$ cat src/rtl/mem_port_arbiter_pkg.sv
// Shared definitions for the fetch/data memory port arbiter: FSM encodings
// and big-endian byte-enable constants.
package mem_port_arbiter_pkg;

    typedef enum logic [1:0] {
        ARB_IDLE    = 2'd0,
        ARB_IF_WAIT = 2'd1,
        ARB_D_WAIT  = 2'd2
    } arb_state_t;

    localparam logic [3:0] BE_WORD = 4'b1111;
    localparam logic [3:0] BE_B0   = 4'b1000;

    // Byte lane k of a big-endian word sits at bits [31-8k -: 8].
    function automatic logic [7:0] be_lane(input logic [31:0] word, input logic [1:0] k);
        logic [7:0] lane;
        case (k)
            2'd0:    lane = word[31:24];
            2'd1:    lane = word[23:16];
            2'd2:    lane = word[15:8];
            default: lane = word[7:0];
        endcase
        return lane;
    endfunction

endpackage

$ cat src/rtl/mem_port_arbiter_byte_lane_unit.sv
// Combinational big-endian byte-lane steering: byte enables and replicated
// write data for stores, lane extraction and zero/sign extension for loads.
module byte_lane_unit
    import mem_port_arbiter_pkg::*;
(
    input  logic        is_data,
    input  logic        we,
    input  logic        byte_acc,
    input  logic        signextend,
    input  logic [1:0]  offset,
    input  logic [31:0] wdata_in,
    input  logic [31:0] rdata_in,
    output logic [3:0]  be,
    output logic [31:0] wdata_out,
    output logic [31:0] load_data
);

    logic       byte_store;
    logic       byte_load;
    logic [7:0] lane;

    assign byte_store = is_data && we && byte_acc;
    assign byte_load  = is_data && !we && byte_acc;
    assign lane       = be_lane(rdata_in, offset);

    always_comb begin
        be        = BE_WORD;
        wdata_out = 32'd0;
        load_data = rdata_in;

        if (byte_store) begin
            be        = BE_B0 >> offset;
            wdata_out = {4{wdata_in[7:0]}};
        end else if (is_data && we) begin
            wdata_out = wdata_in;
        end

        if (byte_load) begin
            load_data = {{24{signextend && lane[7]}}, lane};
        end
    end

endmodule

$ cat src/rtl/mem_port_arbiter.sv
// Single-ported memory arbiter between instruction fetch and MEM-stage data.
// Define ARB_STARVE_GUARD_EN to let fetch win after STARVE_LIMIT data grants.
module mem_port_arbiter
    import mem_port_arbiter_pkg::*;
#(
    parameter int ADDR_W       = 32,
    parameter int STARVE_LIMIT = 4
) (
    input  logic              clk,
    input  logic              rst,
    input  logic              if_req,
    input  logic [ADDR_W-1:0] if_addr,
    output logic [31:0]       if_rdata,
    output logic              if_valid,
    output logic              if_stall,
    input  logic              d_req,
    input  logic              d_we,
    input  logic              d_byte,
    input  logic              d_signextend,
    input  logic [ADDR_W-1:0] d_addr,
    input  logic [31:0]       d_wdata,
    output logic [31:0]       d_rdata,
    output logic              d_valid,
    output logic              d_stall,
    output logic              mem_req,
    output logic              mem_we,
    output logic [3:0]        mem_be,
    output logic [ADDR_W-1:0] mem_addr,
    output logic [31:0]       mem_wdata,
    input  logic              mem_gnt,
    input  logic              mem_rvalid,
    input  logic [31:0]       mem_rdata
);

    if (STARVE_LIMIT < 1 || STARVE_LIMIT > 15) begin : g_bad_starve_limit
        $error("mem_port_arbiter: STARVE_LIMIT must be in 1..15");
    end

    arb_state_t        state;
    logic              starve_force;
    logic              data_wins;
    logic              data_sel;
    logic              grant;
    logic [ADDR_W-1:0] sel_addr;
    logic [3:0]        lane_be;
    logic [31:0]       lane_wdata;
    logic [31:0]       load_data;

`ifdef ARB_STARVE_GUARD_EN
    logic [3:0] streak;

    // Counts data grants that made a waiting fetch wait again.
    always_ff @(posedge clk or posedge rst) begin
        if (rst) begin
            streak <= 4'd0;
        end else if (grant) begin
            if (data_wins && if_req) begin
                streak <= streak + 4'd1;
            end else begin
                streak <= 4'd0;
            end
        end
    end

    assign starve_force = if_req && (streak >= 4'(STARVE_LIMIT));
`else
    assign starve_force = 1'b0;
`endif

    assign data_wins = d_req && !starve_force;
    assign mem_req   = (state == ARB_IDLE) && (if_req || d_req);
    assign grant     = mem_req && mem_gnt;

    // While waiting, the owner's held inputs still drive the lane unit so the
    // load offset and extension mode are available when the response lands.
    assign data_sel  = (state == ARB_IDLE) ? data_wins : (state == ARB_D_WAIT);
    assign sel_addr  = data_sel ? d_addr : if_addr;

    byte_lane_unit u_lanes (
        .is_data    (data_sel),
        .we         (d_we),
        .byte_acc   (d_byte),
        .signextend (d_signextend),
        .offset     (sel_addr[1:0]),
        .wdata_in   (d_wdata),
        .rdata_in   (mem_rdata),
        .be         (lane_be),
        .wdata_out  (lane_wdata),
        .load_data  (load_data)
    );

    // One outstanding transaction; ownership is encoded in the wait state.
    always_ff @(posedge clk or posedge rst) begin
        if (rst) begin
            state <= ARB_IDLE;
        end else begin
            case (state)
                ARB_IDLE: begin
                    if (grant) begin
                        state <= data_wins ? ARB_D_WAIT : ARB_IF_WAIT;
                    end
                end
                ARB_IF_WAIT, ARB_D_WAIT: begin
                    if (mem_rvalid) begin
                        state <= ARB_IDLE;
                    end
                end
                default: state <= ARB_IDLE;
            endcase
        end
    end

    always_comb begin
        mem_we    = 1'b0;
        mem_be    = 4'd0;
        mem_addr  = '0;
        mem_wdata = 32'd0;
        if (mem_req) begin
            mem_we    = data_wins && d_we;
            mem_be    = lane_be;
            mem_addr  = {sel_addr[ADDR_W-1:2], 2'b00};
            mem_wdata = lane_wdata;
        end
    end

    assign if_valid = (state == ARB_IF_WAIT) && mem_rvalid;
    assign d_valid  = (state == ARB_D_WAIT) && mem_rvalid;
    assign if_rdata = if_valid ? mem_rdata : 32'd0;
    assign d_rdata  = d_valid ? load_data : 32'd0;
    assign if_stall = if_req && !if_valid;
    assign d_stall  = d_req && !d_valid;

endmodule
$ cat config.mk
export PLATFORM = sky130hd
export DESIGN_NAME = mem_port_arbiter
export DESIGN_NICKNAME = d
export VERILOG_FILES = /design/src/rtl/mem_port_arbiter_pkg.sv /design/src/rtl/mem_port_arbiter_byte_lane_unit.sv /design/src/rtl/mem_port_arbiter.sv
export SDC_FILE = /design/constraint.sdc
export NUM_CORES = 1
export LEC_CHECK = 0
export CORE_AREA = 2 2 108 110
export CTS_CLUSTER_DIAMETER = 80
export DETAILED_ROUTE_END_ITERATION = 12
export DIE_AREA = 0 0 110 112
export PLACE_DENSITY = 0.6
export SLEW_MARGIN = 20
export SYNTH_ARGS = -nofsm -noshare
export SYNTH_HDL_FRONTEND = slang
export SYNTH_SLANG_ARGS = --single-unit
export TNS_END_PERCENT = 50
$ cat constraint.sdc
create_clock -name clk -period 3.5 [get_ports clk]
set_input_delay 0.35 -clock clk [delete_from_list [all_inputs] [get_ports clk]]
set_output_delay 0.35 -clock clk [all_outputs]
set_load 0.02 [all_outputs]
==> results of run 1 <==
where the power goes:
group          internal, mW  switching, mW
sequential           0.0330        0.00589
clock                 0.145         0.0260
combinational         0.894           1.05
how the worst max path moves through the flow:
| stage | cells after the start | to |
|---|---|---|
| floorplan | 8 | d_rdata[11] |
| global placement | 6 | d_rdata[0] |
| detailed placement | 7 | d_rdata[0] |
| CTS | 7 | d_rdata[0] |
| global route | 7 | d_rdata[0] |
| finish | 7 | d_rdata[0] |
logic make-up after synthesis:
group,count (synthesis),synth area share [%]
other,1,0.192
adder cells (fa/ha/maj),3,1.93
multiplexers,15,9.76
AND/OR/NAND/NOR,164,43.1
AO/OA/AOI/OAI,108,32.8
buffers and inverters,38,9.69
flip-flops,2,2.57
worst max-delay path, delay by kind of cell, from the launching register on:
| family | cells | cell delay [ns] |
|---|---|---|
| adder cells (fa/ha/maj) | 1 | 0.34 |
| multiplexers | 3 | 1.03 |
| AO/OA/AOI/OAI | 1 | 0.20 |
| buffers and inverters | 2 | 0.73 |
| flip-flops | 1 | 0.37 |
per-layer routing:
metal	share of wire [%]	vias up
met3	10	10
met5	0	-
met1	38	1529
met4	1.0	0
met2	51	169
li1	-	1655
Yosys cell counts:
cell type / instances / area (um2)
nor2_1: 5 / 18.8
ha_1: 3 / 37.5
or4_1: 7 / 52.6
mux2i_4: 2 / 45.0
nand2b_1: 27 / 169
or2_2: 1 / 6.26
o21a_1: 7 / 52.6
dfrtp_1: 2 / 50.1
mux2_4: 2 / 30.0
buf_6: 1 / 11.3
mux2i_1: 9 / 90.1
o211ai_1: 7 / 52.6
nand3_1: 3 / 15.0
mux2_1: 1 / 11.3
buf_8: 2 / 30.0
nor3_2: 1 / 10.0
nor2b_1: 2 / 12.5
and2_1: 10 / 62.6
nor4_1: 2 / 12.5
a21o_1: 24 / 180
and3_1: 33 / 206
o21ai_0: 1 / 5.00
inv_1: 4 / 15.0
inv_2: 3 / 11.3
nand2_1: 73 / 274
buf_4: 2 / 15.0
a21oi_1: 66 / 330
o221ai_1: 1 / 8.76
clkbuf_1: 19 / 71.3
buf_2: 7 / 35.0
conb_1: 1 / 3.75
o21ai_1: 2 / 10.0
mux2i_2: 1 / 13.8
layout by cell type (no fill, tap or decap):
| cell type | n |
|---|---|
| clkdlybuf4s50_1 | 272 |
| nand2_1 | 73 |
| a21oi_1 | 66 |
| and3_1 | 33 |
| nand2b_1 | 27 |
| a21o_1 | 24 |
| and2_1 | 10 |
| mux2i_1 | 9 |
| buf_4 | 9 |
| or4_1 | 7 |
| o21a_1 | 7 |
| o211ai_1 | 7 |
| nor2_1 | 5 |
| inv_1 | 4 |
| nand3_1 | 3 |
| inv_2 | 3 |
| ha_1 | 3 |
| clkbuf_16 | 3 |
| nor2b_1 | 2 |
| mux2_4 | 2 |
| mux2i_4 | 2 |
| nor4_1 | 2 |
| conb_1 | 2 |
| dfrtp_1 | 2 |
| o21ai_1 | 1 |
| o21ai_0 | 1 |
| mux2_1 | 1 |
| o21ai_2 | 1 |
| mux2i_2 | 1 |
| o221ai_1 | 1 |
| nor3_2 | 1 |
| or2_2 | 1 |
cell type report:
| type | instances | share of cell area, % |
|---|---|---|
| multi-input cells | 292 | 35.5 |
| flip-flops and latches | 2 | 1.03 |
| repair buffers | 281 | 57.7 |
| clock buffers | 3 | 1.55 |
| well taps | 143 | 3.70 |
| inverters | 7 | 0.543 |
==> key figures, run 1 <==
Clock tree
  – Post-cts sizing count: 0
  – Htree depth: 1
  – Clock tree buffer depth: 2
  – Count of hold-fix buffers inserted at cts: 0
  – Num CTS Buffers: 3
  – Worst skew pair latency: 0.22 ns
  – CTS sink count: 2
  – Root Driver: clkbuf_16
  – Post-CTS setup buffers: 0
  – Worst-path clk slew: 0.03 ns
  – CTS tree: done

STA
  – Pins Over Slew Limit: 0
  – RSZ-0062 raised after global routing: false
  – Final hold violation count: 0
  – Final hold slack: 0.289 ns
  – Period minus WS final: roughly 3.3 ns
  – Setup Viol. Count Final: 0
  – Final period utilization: between 90% and 100%
  – Clock Skews: between 0.001 and 0.0015 ns
  – Max Freq: just over 0.3 GHz
  – Slew HR: 39.6%
  – Worst-margin pin slew: 0.907 ns
  – Setup TNS: 0 ns
  – Final setup margin: between 0.2 and 0.25 ns

Global route
  – Grt met3 use: under 10%
  – GRT busiest layer: met2
  – Pin count of the biggest net entering global routing: 35
  – Remaining global-route overflow: 0
  – Grt met2 use: around a third
  – Antenna violations before repair: 0
  – Total GRT Usage: approximately 17%
  – Grt met1 use: a little under a fifth
  – Number of global-route vias before repair: ~3.3k
  – Global-route wire length before repair: roughly 17,000 um

Setup path
  – Worst Setup Start Kind: flip-flop
  – Critical setup path kind: reg2out
  – CP max-delay cell: clkdlybuf4s50_1
  – CP startpoint: state[0]$_DFFE_PP0P_
  – Crit Path Max Fanout: 7
  – Worst EP arrival: 2.90 ns
  – Worst path cell trace: inv_1 > ha_1 > mux2i_4 > mux2i_4 > mux2i_1 > a21oi_1 > clkdlybuf4s50_1
  – Critical path data required time: ~3.2 ns
  – Cell mode on critical path: mux2i_4
  – Reg2Reg Depth: 5
  – Crit end category: primary output
  – FF-to-FF Start: state[0]$_DFFE_PP0P_
  – Reg2reg setup slack: 1.99 ns
  – Largest stage delay, worst path: 0.64 ns
  – Capture point of the worst reg-to-reg path: state[1]$_DFFE_PP0P_

Final layout
  – Final Non-Filler Cells: 728
  – Final instance area: a little under 5000 um2
  – Layout cells sized above 1: under 10%
  – Fin util: 43.3%
  – Max reg flops: 2
  – Syn-to-layout area delta: 148%
  – Largest reg by FF count: state
  – Top flop regs: state: 2 flops
  – Ant diodes: 0
  – Sequential standard cell area: around 50 um2
  – Final-layout fill cell count: ~1.1k
  – Area occupied by multi-input gates: approximately 1700 um2
  – Final net count: between 700 and 800

Place
  – Port Buf Inserts: between 200 and 300
  – Routability Congestion: roughly 0.86
  – Placed cells: a little over 700
  – DPL Wire Length: about 9400 um
  – Placed instance area: 4760 um2
  – Pre-CTS setup slack: around 0.47 ns

Synth
  – Synthesized cell area: between 1500 and 2000 um2
  – Yosys warns: 0
  – Cells after Synth: between 300 and 400
  – #FFs+latches synth: 2
  – Mapped Avg Cell Area: between 5 and 6 um2
  – Post-synthesis cell type count: 33
  – Register area share after synthesis: between 2 and 3%

Route
  – Avg WL per Cell: between 15 and 20 um
  – DRC viols: 0
  – Via count: 3,363
  – Routed Antenna Nets: 0
  – Post-Route WL: approximately 11,000 um
  – Vias per inst: around 4.6
  – First-pass DRT Iterations: 5
  – DR iter-0 viols: 180

Power
  – Tot Pwr: about 2.2 mW
  – Leakage power: 2.12 nW
  – Max VDD drop: 0.253 mV
  – Pwr dens: 445 nW/um2

Die
  – Initial Util: 17.4%
  – Num rows: 39
  – Io pins: approximately 280
  – Die area: 12,300 um2
  – Die Width: around 110 um
  – CORE AREA: around 11,000 um2
  – Die height: 112 um

Worst hold path
  – Hold WC Path Type: in2async

Outcome
  – Status: finished clean

Job
  – Max Cap Violations: 0
Power figures use the tool's default switching activity.
==> inputs of run 2 (changes only) <==
Settings changed: DONT_BUFFER_PORTS set to 1, PLACE_DENSITY 0.6 to 0.3.
==> key figures, run 2 (synthesized netlist as in run 1, its figures left out) <==
Global route
  – Total GRT Usage: about an eighth
  – Pin count of the biggest net entering global routing: 37
  – Global-route wire length before repair: between 10,000 and 15,000 um
  – Number of global-route vias before repair: between 2k and 2.5k
  – Antenna violations before repair: 0
  – Remaining global-route overflow: 0

Place
  – Routability Congestion: 0.752
  – DPL Wire Length: approximately 7000 um
  – Placed cells: 456
  – Pre-CTS setup slack: 0.842 ns
  – Port Buf Inserts: 0

Power
  – Pwr dens: approximately 660 nW/um2
  – Max VDD drop: 0.304 mV
  – Leakage power: ~1.1 nW
  – Tot Pwr: ~1.4 mW

Setup path
  – Worst Setup Start Kind: flip-flop
  – Crit end category: primary output
  – Crit Path Max Fanout: 22
  – Critical path data required time: approximately 3.2 ns
  – CP startpoint: state[0]$_DFFE_PP0P_
  – Critical setup path kind: reg2out
  – FF-to-FF Start: state[0]$_DFFE_PP0P_
  – Worst EP arrival: approximately 2.5 ns

Route
  – Post-Route WL: 8340 um
  – First-pass DRT Iterations: 4
  – Avg WL per Cell: around 18 um
  – Routed Antenna Nets: 0
  – Vias per inst: 5.15
  – DR iter-0 viols: about 70
  – DRC viols: 0
  – Via count: 2,367

Final layout
  – Max reg flops: 2
  – Layout cells sized above 1: between 8 and 9%
  – Largest reg by FF count: state
  – Final net count: about 460
  – Final Non-Filler Cells: 460
  – Leading cell type in the layout, fill and taps excluded: nand2_1
  – Final-layout fill cell count: 1,285
  – Ant diodes: 0
  – Syn-to-layout area delta: 10.2%
  – Commonest cells after routing, fill and taps aside: 73 x nand2_1, 66 x a21oi_1, 33 x and3_1, 27 x nand2b_1, 24 x a21o_1
  – Top flop regs: state: 2 flops

Die
  – Die area: 12,300 um2
  – Initial Util: 17.4%
  – CORE AREA: between 10,000 and 15,000 um2
  – Die Width: roughly 110 um
  – Num rows: 39
  – Die height: 112 um
  – Io pins: 275

Outcome
  – Status: finished clean

Clock tree
  – CTS sink count: 2
  – Worst skew pair latency: roughly 0.22 ns
  – Worst-path clk slew: around 0.030 ns
  – CTS tree: done
  – Root Driver: clkbuf_16
  – Htree depth: 1
  – Num CTS Buffers: 3
  – Clock tree buffer depth: 2

STA
  – Final period utilization: 82.3%
  – Clock Skews: ~0.00040 ns
  – Period minus WS final: 2.88 ns
  – Setup TNS: 0 ns
  – Worst-margin pin slew: ~0.8 ns
  – Max Freq: around 0.35 GHz
  – Slew HR: 45.2%
  – Setup Viol. Count Final: 0
  – Final setup margin: ~0.62 ns
  – Final hold violation count: 0
  – RSZ-0062 raised after global routing: false
  – Pins Over Slew Limit: 0

Worst hold path
  – Hold WC Path Type: in2reg
  – Hold_sp: d_req

Job
  – Max Cap Violations: 0
==> run 2: worst max-delay path: stages, from the launching register on <==
cell     delay [ns]
dfrtp_1        0.33
inv_1          0.07
ha_1           0.31
mux2i_4        0.26
nor2_1         0.60
nor2_1         0.20
buf_4          0.26
a21o_1         0.27
==> run 2: layout make-up <==
| cell class | instances | area, um2 | area share (%) |
|---|---|---|---|
| inverter | 7 | 26.3 | 1.22 |
| tap | 143 | 179 | 8.33 |
| multi-input combinational | 292 | 1720 | 80.0 |
| sequential | 2 | 50.0 | 2.33 |
| clock buffer | 3 | 75.1 | 3.49 |
| timing repair buffer | 13 | 100 | 4.66 |
==> run 2: worst paths after layout <==
kind	cells past startpoint	endpoint	slack, ns
hold reg to reg	1	state[1]$_DFFE_PP0P_	0.51
setup reg to reg	5	state[1]$_DFFE_PP0P_	2.00
hold / removal	3	state[0]$_DFFE_PP0P_	0.37
setup / recovery	7	d_rdata[16]	0.62
min in group asynchronous	2	state[1]$_DFFE_PP0P_	0.42
max in group asynchronous	2	state[0]$_DFFE_PP0P_	2.96
==> run 2: what timing repair did <==
item | in CTS | in global routing
buffers inserted | 0 | 0
hold buffers | 1 | 0
gates resized for setup | 0 | 0
endpoints found under the hold margin | 2 | 0
==> run 2: metal layers <==
metal  track usage [%]  vias to the layer above  share of wire (%)
met3              2.63                        2                9.6
met1              13.5                     1099                 37
li1                  -                     1119                  -
met2              22.7                      147                 53
met5                 0                        -                  0
met4              1.52                        0               0.22
==> run 2: power by group <==
| group | total (mW) | internal [mW] | switching (mW) | leakage [nW] |
|---|---|---|---|---|
| Clock | 0.171 | 0.145 | 0.0256 | 0.0370 |
| Combinational | 1.22 | 0.302 | 0.913 | 1.07 |
| Sequential | 0.0381 | 0.0329 | 0.00521 | 0.0257 |
==> run 2: metrics by stage <==
stage	instance area, um2	utilization, %	hold slack, ns
after floorplan	1950	-	0.0912
after global placement	2060	18.5	0.101
after detailed placement	2060	18.5	0.103
after CTS	2150	19.2	0.377
after global routing	2150	19.2	0.427
final	2150	19.2	0.370
==> inputs of run 3 (changes only) <==
Settings changed: CORE_AREA 2 2 108 110 to 2 2 107 109, DIE_AREA 0 0 110 112 to 0 0 109 111.
Clock period 3.5 ns to 2.63 ns, I/O delays scaled along.
==> key figures, run 3 (synthesized netlist as in run 1, its figures left out) <==
Power
  – Pwr dens: between 800 and 900 nW/um2
  – P_sw: between 1 and 1.5 mW
  – Sw Share: between 50% and 60%
  – Tot Pwr: between 2 and 2.5 mW
  – Leakage power: about 1.4 nW
  – Max VDD drop: ~0.38 mV
  – Seq pwr share: 2.2%
  – Comb pwr share: a little under 90%
  – Clock group share of total power: 9.8%
  – Internal Power: ~1 mW

Global route
  – Pin count of the biggest net entering global routing: 37
  – Global-route wire length before repair: around 13,000 um
  – Remaining global-route overflow: 0
  – Antenna violations before repair: 0
  – Total GRT Usage: 12.9%
  – Number of global-route vias before repair: ~2.3k

Worst hold path
  – Hold_sp: d_req
  – Hold WC Path Type: in2reg
  – Hold EP: state[0]$_DFFE_PP0P_
  – WHS Path Cells: 3

Setup path
  – Worst EP arrival: about 2.3 ns
  – Crit end category: primary output
  – Reg2Reg Depth: 5
  – FF-to-FF Start: state[0]$_DFFE_PP0P_
  – Capture point of the worst reg-to-reg path: state[1]$_DFFE_PP0P_
  – Reg2reg setup slack: 1.08 ns
  – Worst Setup Start Kind: flip-flop
  – Critical path data required time: 2.37 ns
  – Critical setup path kind: reg2out
  – Crit Path Max Fanout: 12

Die
  – Io pins: 275
  – Die height: approximately 110 um
  – Initial Util: 17.6%
  – Die area: approximately 12,000 um2
  – Die Width: between 100 and 150 um
  – CORE AREA: approximately 11,000 um2
  – Num rows: 39

Route
  – DRC viols: 0
  – Routed Antenna Nets: 0
  – Post-Route WL: ~9000 um
  – Vias per inst: ~5.0
  – First-pass DRT Iterations: 4
  – Via count: 2,603
  – DR iter-0 viols: roughly 120
  – Avg WL per Cell: roughly 18 um

Clock tree
  – CTS tree: done
  – Htree depth: 1
  – Root Driver: clkbuf_16
  – Worst-path clk slew: about 0.03 ns
  – CTS sink count: 2
  – Worst skew pair latency: 0.22 ns
  – Num CTS Buffers: 3
  – Clock tree buffer depth: 2

Final layout
  – Leading cell type in the layout, fill and taps excluded: nand2_1
  – Final instance area: 2630 um2
  – Final net count: about 500
  – Max reg flops: 2
  – Final-layout fill cell count: 1,248
  – Largest reg by FF count: state
  – Ant diodes: 0
  – Syn-to-layout area delta: 34.8%
  – Layout cells sized above 1: a little under a quarter
  – Commonest cells after routing, fill and taps aside: 73 x nand2_1, 66 x a21oi_1, 65 x buf_4, 33 x and3_1, 27 x nand2b_1
  – Top flop regs: state: 2 flops

Outcome
  – Status: finished clean

Place
  – Pre-CTS setup slack: between 0.1 and 0.15 ns
  – Placed instance area: between 2000 and 2500 um2
  – DPL Wire Length: roughly 7200 um
  – Routability Congestion: 0.757
  – Port Buf Inserts: 0

STA
  – Worst-margin pin slew: about 0.54 ns
  – Max Freq: 0.392 GHz
  – Final period utilization: a little over nine tenths
  – Clock Skews: just over 0.0006 ns
  – Final hold violation count: 0
  – Setup Viol. Count Final: 0
  – Final setup margin: 0.0813 ns
  – Period minus WS final: ~2.5 ns
  – Setup TNS: 0 ns
  – RSZ-0062 raised after global routing: true
  – Pins Over Slew Limit: 0
  – Slew HR: 64.1%

Job
  – Max Cap Violations: 0
[run 3: worst max path at each step]
stage / startpoint / cells past startpoint / endpoint
global route: state[0]$_DFFE_PP0P_ / 8 / d_rdata[2]
global placement: state[0]$_DFFE_PP0P_ / 7 / d_rdata[2]
finish: state[0]$_DFFE_PP0P_ / 6 / d_rdata[23]
CTS: state[0]$_DFFE_PP0P_ / 8 / mem_addr[18]
detailed placement: state[0]$_DFFE_PP0P_ / 7 / d_rdata[2]
floorplan: state[0]$_DFFE_PP0P_ / 8 / d_rdata[11]
[run 3: per-layer routing]
| layer | track usage (%) | wire [um] | part of all wire [%] |
|---|---|---|---|
| met1 | 14.1 | 3350 | 37 |
| met2 | 25.3 | 4830 | 53 |
| met3 | 2.94 | 820 | 9.1 |
| met4 | 1.54 | 34 | 0.38 |
| met5 | 0 | 0 | 0 |
[run 3: power groups by stage]
stage	Sequential [mW]	Combinational, mW	Clock, mW
3_5_place_dp	0.0511	1.99	0
4_1_cts	0.0508	2.02	0.233
6_report	0.0507	2.05	0.229
2_1_floorplan	0.0500	1.41	0
5_1_grt	0.0519	2.23	0.235
3_3_place_gp	0.0511	1.98	0
[run 3: timing repair]
item / CTS / global route
endpoints found under the hold margin: 2 / 0
resized for setup: 1 / 7
buffers inserted: 1 / 3
cloned: 0 / 1
endpoints found under the setup margin: 53 / 60
hold buffers: 1 / 0
[run 3: through the flow]
step,hold WS [ns],instances,util (%)
finish,0.280,516,23.7
global route,0.314,516,23.7
CTS,0.283,512,23.1
detailed placement,0.0198,507,22.1
global placement,0.0152,507,22.1
floorplan,0.00418,332,-
[run 3: worst max-delay path, cell delays in order, from the launching register on]
cell and delay [ns]:
dfrtp_1 0.36, inv_1 0.10, ha_2 0.29, mux2_4 0.35, mux2i_4 0.29, mux2_4 0.41, a21o_1 0.26
[run 3: layout make-up]
class | instances | area [um2] | share of cell area (%)
clock buffers | 3 | 75.1 | 2.86
repair buffers | 68 | 529 | 20.1
multi-input cells | 293 | 1770 | 67.3
inverters | 7 | 26.3 | 1.00
flip-flops and latches | 2 | 50.0 | 1.90
well taps | 143 | 179 | 6.81
